**src/rtl/store_unit.sv**
```systemverilog
// store_unit: formats SB/SH/SW store requests, buffers them in a 2-entry
// FIFO and drains them to data memory through a simple req/ack handshake.
// Optional build macro: STORE_MISALIGN_TRAP_EN
//   defined   -> misaligned SH/SW and illegal funct3 are rejected and pulse
//                misaligned_out for one cycle
//   undefined -> misaligned SH/SW are forced to alignment and enqueued,
//                illegal funct3 is dropped silently, misaligned_out is tied 0
//
// Drain FSM
//   state | meaning
//   IDLE  | nothing in flight, memory interface quiet
//   REQ   | head entry presented to memory, waiting for dmem_ack_in
module store_unit (
  input  logic        clk_in,
  input  logic        rst_n_in,
  input  logic        store_in,
  input  logic [2:0]  store_funct3_in,
  input  logic [31:0] iaddr_in,
  input  logic [31:0] rs2_in,
  output logic        store_ready_out,
  output logic        dmem_wr_req_out,
  output logic [31:0] dmem_addr_out,
  output logic [31:0] dmem_wdata_out,
  output logic [3:0]  dmem_wmask_out,
  input  logic        dmem_ack_in,
  output logic        misaligned_out,
  output logic        buf_empty_out
);

  typedef enum logic {IDLE, REQ} state_t;

  state_t      state_q, state_nxt;
  logic [31:0] addr_mem  [2];
  logic [31:0] wdata_mem [2];
  logic [3:0]  mask_mem  [2];
  logic        wr_ptr_q, rd_ptr_q;
  logic [1:0]  count_q, count_nxt;
  logic        ready_q;

  logic        legal;
  logic [31:0] fmt_wdata;
  logic [3:0]  fmt_mask;
  logic        reject;
  logic        accept, push, pop;

  // Lane replication and byte enables for the incoming request
  always_comb begin
    legal     = 1'b0;
    fmt_wdata = '0;
    fmt_mask  = '0;
    case (store_funct3_in)
      3'b000: begin
        legal     = 1'b1;
        fmt_wdata = {4{rs2_in[7:0]}};
        fmt_mask  = 4'b0001 << iaddr_in[1:0];
      end
      3'b001: begin
        legal     = 1'b1;
        fmt_wdata = {2{rs2_in[15:0]}};
        fmt_mask  = iaddr_in[1] ? 4'b1100 : 4'b0011;
      end
      3'b010: begin
        legal     = 1'b1;
        fmt_wdata = rs2_in;
        fmt_mask  = 4'b1111;
      end
      default: ;
    endcase
  end

`ifdef STORE_MISALIGN_TRAP_EN
  logic misalign;
  logic mis_q;

  assign misalign = ((store_funct3_in == 3'b001) && iaddr_in[0]) ||
                    ((store_funct3_in == 3'b010) && (iaddr_in[1:0] != 2'b00));
  assign reject   = !legal || misalign;

  // One-cycle pulse for every accepted-but-rejected request
  always_ff @(posedge clk_in or negedge rst_n_in) begin
    if (!rst_n_in) mis_q <= 1'b0;
    else           mis_q <= accept && reject;
  end

  assign misaligned_out = mis_q;
`else
  // Misaligned SH/SW are already aligned by the mask/address formatting
  assign reject         = !legal;
  assign misaligned_out = 1'b0;
`endif

  assign accept    = store_in && ready_q;
  assign push      = accept && !reject;
  assign pop       = (state_q == REQ) && dmem_ack_in;
  assign count_nxt = count_q + {1'b0, push} - {1'b0, pop};

  // FIFO storage and pointers; push and pop may share an edge
  always_ff @(posedge clk_in or negedge rst_n_in) begin
    if (!rst_n_in) begin
      for (int i = 0; i < 2; i++) begin
        addr_mem[i]  <= '0;
        wdata_mem[i] <= '0;
        mask_mem[i]  <= '0;
      end
      wr_ptr_q <= 1'b0;
      rd_ptr_q <= 1'b0;
      count_q  <= '0;
      ready_q  <= 1'b1;
    end else begin
      if (push) begin
        addr_mem[wr_ptr_q]  <= {iaddr_in[31:2], 2'b00};
        wdata_mem[wr_ptr_q] <= fmt_wdata;
        mask_mem[wr_ptr_q]  <= fmt_mask;
        wr_ptr_q            <= ~wr_ptr_q;
      end
      if (pop) rd_ptr_q <= ~rd_ptr_q;
      count_q <= count_nxt;
      ready_q <= (count_nxt != 2'd2);
    end
  end

  // Drain FSM state register
  always_ff @(posedge clk_in or negedge rst_n_in) begin
    if (!rst_n_in) state_q <= IDLE;
    else           state_q <= state_nxt;
  end

  // Next state looks at the post-edge occupancy so a store accepted into an
  // idle unit is requested in the very next cycle
  always_comb begin
    state_nxt = state_q;
    case (state_q)
      IDLE:    if (count_nxt != 2'd0) state_nxt = REQ;
      REQ:     if (dmem_ack_in && (count_nxt == 2'd0)) state_nxt = IDLE;
      default: state_nxt = IDLE;
    endcase
  end

  // Memory interface outputs are zeroed whenever no request is active
  always_comb begin
    dmem_wr_req_out = (state_q == REQ);
    dmem_addr_out   = '0;
    dmem_wdata_out  = '0;
    dmem_wmask_out  = '0;
    if (dmem_wr_req_out) begin
      dmem_addr_out  = addr_mem[rd_ptr_q];
      dmem_wdata_out = wdata_mem[rd_ptr_q];
      dmem_wmask_out = mask_mem[rd_ptr_q];
    end
  end

  assign store_ready_out = ready_q;
  assign buf_empty_out   = (count_q == 2'd0) && (state_q == IDLE);

endmodule

```
**config.mk**
```make
export PLATFORM = sky130hd
export DESIGN_NAME = store_unit
export DESIGN_NICKNAME = d
export VERILOG_FILES = /design/src/rtl/store_unit.sv
export SDC_FILE = /design/constraint.sdc
export NUM_CORES = 1
export LEC_CHECK = 0
export CAP_MARGIN = 0
export CORE_UTILIZATION = 40
export DETAILED_ROUTE_END_ITERATION = 10
export GPL_ROUTABILITY_DRIVEN = 0
export PLACE_DENSITY = 0.72
export SYNTH_ARGS = -nofsm -noshare
export SYNTH_HDL_FRONTEND = slang
export SYNTH_SLANG_ARGS = --single-unit
export TNS_END_PERCENT = 10
```
**constraint.sdc**
```tcl
create_clock -name clk_in -period 2.86 [get_ports clk_in]
set_input_delay 0.858 -clock clk_in [delete_from_list [all_inputs] [get_ports clk_in]]
set_output_delay 0.858 -clock clk_in [all_outputs]
set_load 0.05 [all_outputs]
```
==> results.sh, run 1 <==
export IMPL_fmax_ghz=0.367
export IMPL_ys_top_cells_by_area="dfrtp_1 49%, mux2_2 14%, mux2i_1 11%, mux2_4 8.2%, nor2b_1 6.0%"
export IMPL_routed_wl_met3_mm=1.43
export IMPL_reg2reg_depth=8
export IMPL_drt_initial_drc_count=181
export IMPL_power_density_nw_per_um2=1450
export IMPL_hold_path_class="reg2reg"
export IMPL_critPathArrivalTime_ns=1.87
export IMPL_clock_skew_ns=0.00529
export IMPL_via_per_inst=5.24
export IMPL_grt_max_degree=139
export IMPL_yosysTopAreaCellShare_pct=49.1
export IMPL_rsz0062_at_grt="no"
export IMPL_wl_met2_mm=8.27
export IMPL_ys_types=33
export IMPL_route_detailed_wl_per_inst_um=19.0
export IMPL_postLayoutCellArea_um2=9950
export IMPL_yosysWarnings=0
export IMPL_antenna_cells=0
export IMPL_fin_crit_ns=2.72
export IMPL_drtAntennaViolNets=0
export IMPL_drt_total_wl_mm=17.1
export IMPL_cts_resized_gates=0
export IMPL_synth_avg_cell_area_um2=13.2
export IMPL_r2r_end="store_ready_out"
export IMPL_cap_viol_max_count=0
export IMPL_die_x_um=134
export IMPL_grt_overflow=0
export IMPL_syn_to_final_growth_pct=42.5
export IMPL_rows=47
export IMPL_io_pins=143
export IMPL_cts_tree="done"
export IMPL_postPlaceCellArea_um2=9340
export IMPL_clk_pin_slew_ns=0.06
export IMPL_final_max_slew_violation_count=0
export IMPL_min_path_cells=1
export IMPL_drt_pass1_iter_count=4
export IMPL_first_global_vias=5176
export IMPL_vias=4698
export IMPL_crit_buf_inv=2
export IMPL_final_setup_viol_count=0
export IMPL_clkLatencyLatePin_ns=0.41
export IMPL_nets=737
export IMPL_yosysSeqAreaShare_pct=49.5
export IMPL_crit_slowest_cell="dfrtp_4"
export IMPL_vdd_drop_max_mv=1.14
export IMPL_cts_made_buffers=17
export IMPL_worst_setup_path_end_kind="primary output"
export IMPL_startpoint_type="flip-flop"
export IMPL_route_detailed_drc=0
export IMPL_p_leak_nw=4.50
export IMPL_critPathMostFrequentCell="buf_12"
export IMPL_whs_ns=0.485
export IMPL_start_util_pct=41.5
export IMPL_synth_edf_count=0
export IMPL_met1_length_mm=7.28
export IMPL_hold_viol=0
export IMPL_min_to="addr_mem[44]"
export IMPL_crit_type="reg2out"
export IMPL_dp_hpwl_mm=11.9
export IMPL_p_total_mw=14.4
export IMPL_crit_required_ns=2.00
export IMPL_h_tree_depth=4
export IMPL_clock_path_buffers=2
export IMPL_path_cells="buf_12 > mux2i_1 > nor2b_1 > buf_12"
export IMPL_cts_setup_buffers=0
export IMPL_antenna_found_initial=0
export IMPL_finalCritPeriodShare_pct=95.3
export IMPL_routed_top_layer="met4"
export IMPL_async_flop_share_pct=100
export IMPL_slew_limit_headroom_pct=45.7
export IMPL_multi_input_area_um2=3280
export IMPL_tightest_slew_ns=0.814
export IMPL_cts_root_buf="clkbuf_16"
export IMPL_layout_drive_gt1_share_pct=36.5
export IMPL_path_delay_family="flip-flops"
export IMPL_yosys_area_top_type="dfrtp_1"
export IMPL_postCtsHoldBufs=0
export IMPL_ys_ff_latch=138
export IMPL_min_from="addr_mem[44]"
export IMPL_finalSetupTns_ns=0
export IMPL_cp_max_fo=26
export IMPL_synth_area_um2=6980
export IMPL_syn_inst=528
export IMPL_status="completed"
export IMPL_r2r_start="store_ready_out"
export IMPL_seq_area_um2=3460
export IMPL_core_region_area_um2=16800
export IMPL_clock_sinks=138
export IMPL_dieHeight_um=134
export IMPL_synth_ff_type="dfrtp_1"
export IMPL_grt_total_usage_pct=20.1
export IMPL_dieArea_um2=18000
export IMPL_io_buffer_count=139
export IMPL_num_fill_cells=1340
export IMPL_slowest_delay_ns=0.60
export IMPL_reg2reg_slack_ns=0.79
export IMPL_grt_pass1_wl_mm=27.7
[how the worst max path moves through the flow]
stage	from	end	slack [ns]	cells past startpoint
after floorplan	dmem_wr_req_out	buf_empty_out	0.07	2
after global placement	store_funct3_in[1]	store_ready_out	-0.15	9
after detailed placement	store_funct3_in[1]	store_ready_out	-0.21	9
after CTS	rd_ptr_q	dmem_addr_out[26]	0.12	4
after global routing	rd_ptr_q	dmem_addr_out[8]	0.07	4
final	rd_ptr_q	dmem_addr_out[8]	0.14	4
[power by group]
part / internal [mW] / switching, mW / leakage (nW)
clock: 1.46 / 0.790 / 0.304
combinational: 4.27 / 4.36 / 2.51
sequential: 2.93 / 0.594 / 1.69
total: 8.66 / 5.74 / 4.50
[synthesized netlist by cell type (2+ instances only)]
library cell,number
dfrtp_1,137
mux2_2,85
mux2i_1,74
nor2b_1,67
mux2_4,38
clkbuf_1,17
o2bb2ai_1,16
buf_2,15
a21oi_1,13
nand2b_1,9
nand3b_1,8
inv_1,6
o31ai_1,6
buf_6,5
mux2_1,5
buf_4,3
buf_1,2
ha_1,2
nand2_1,2
o41ai_1,2
or2_2,2
xnor2_1,2
xor2_1,2
[sequential cells by signal, summed over array words and instances (netlist names)]
register / cells
store_ready_out: 1
dmem_wr_req_out: 1
wr_ptr_q: 1
rd_ptr_q: 1
addr_mem: 60
mask_mem: 8
wdata_mem: 64
count_q: 2
[kinds of logic (layout without fill, tap and decap cells)]
kind of cell,count (synthesis),in the layout,share of synthesized area [%]
flip-flops,138,138,49.5
other,1,3,0.0537
XOR/XNOR,4,4,0.502
adder cells (fa/ha/maj),2,2,0.359
multiplexers,202,202,33.3
AO/OA/AOI/OAI,40,40,4.12
buffers and inverters,49,196,3.62
AND/OR/NAND/NOR,92,92,8.52
[metal layers]
metal | global-route usage (%) | vias up
met2 | 32.9 | 165
met1 | 24.9 | 2392
met4 | 4.99 | 0
met5 | 0 | -
met3 | 7.52 | 14
li1 | - | 2127
[final cells by class]
type / instances / share of cell area (%)
well taps: 220 / 2.77
clock inverters: 8 / 1.16
repair buffers: 158 / 23.2
clock buffers: 24 / 4.94
multi-input cells: 343 / 33.0
inverters: 6 / 0.226
flip-flops and latches: 138 / 34.8
[cell usage in the layout (no fill, tap or decap), types with 2 or more instances in the layout]
cell,n
nor2b_1,67
mux2i_1,74
or2_2,2
mux2_2,85
ha_1,2
dfrtp_1,135
clkdlybuf4s50_1,70
bufinv_16,3
clkinv_2,5
o2bb2ai_1,16
mux2_4,38
nand3b_1,8
conb_1,3
inv_1,6
mux2_1,5
o31ai_1,6
o41ai_1,2
nand2b_1,9
clkbuf_16,17
clkbuf_1,3
a21oi_1,13
buf_12,75
clkbuf_8,4
xnor2_1,2
nand2_1,2
buf_4,12
xor2_1,2
[per-stage QoR]
stage	std cells	setup WS (ns)	util, %
global route	897	0.0706	59.1
finish	897	0.135	59.1
global placement	865	-0.152	55.5
floorplan	530	0.0702	-
detailed placement	865	-0.215	55.5
CTS	897	0.122	59.1
Power figures use the tool's default switching activity.
==> run 2: changes to the inputs <==
--- a/config.mk
+++ b/config.mk
@@ -13,4 +13,4 @@
 export SYNTH_ARGS = -nofsm -noshare
 export SYNTH_HDL_FRONTEND = slang
 export SYNTH_SLANG_ARGS = --single-unit
-export TNS_END_PERCENT = 10
+export TNS_END_PERCENT = 1
==> results of run 2 <==
Same layout as run 1: the final DEF is identical, and so are final timing and power.
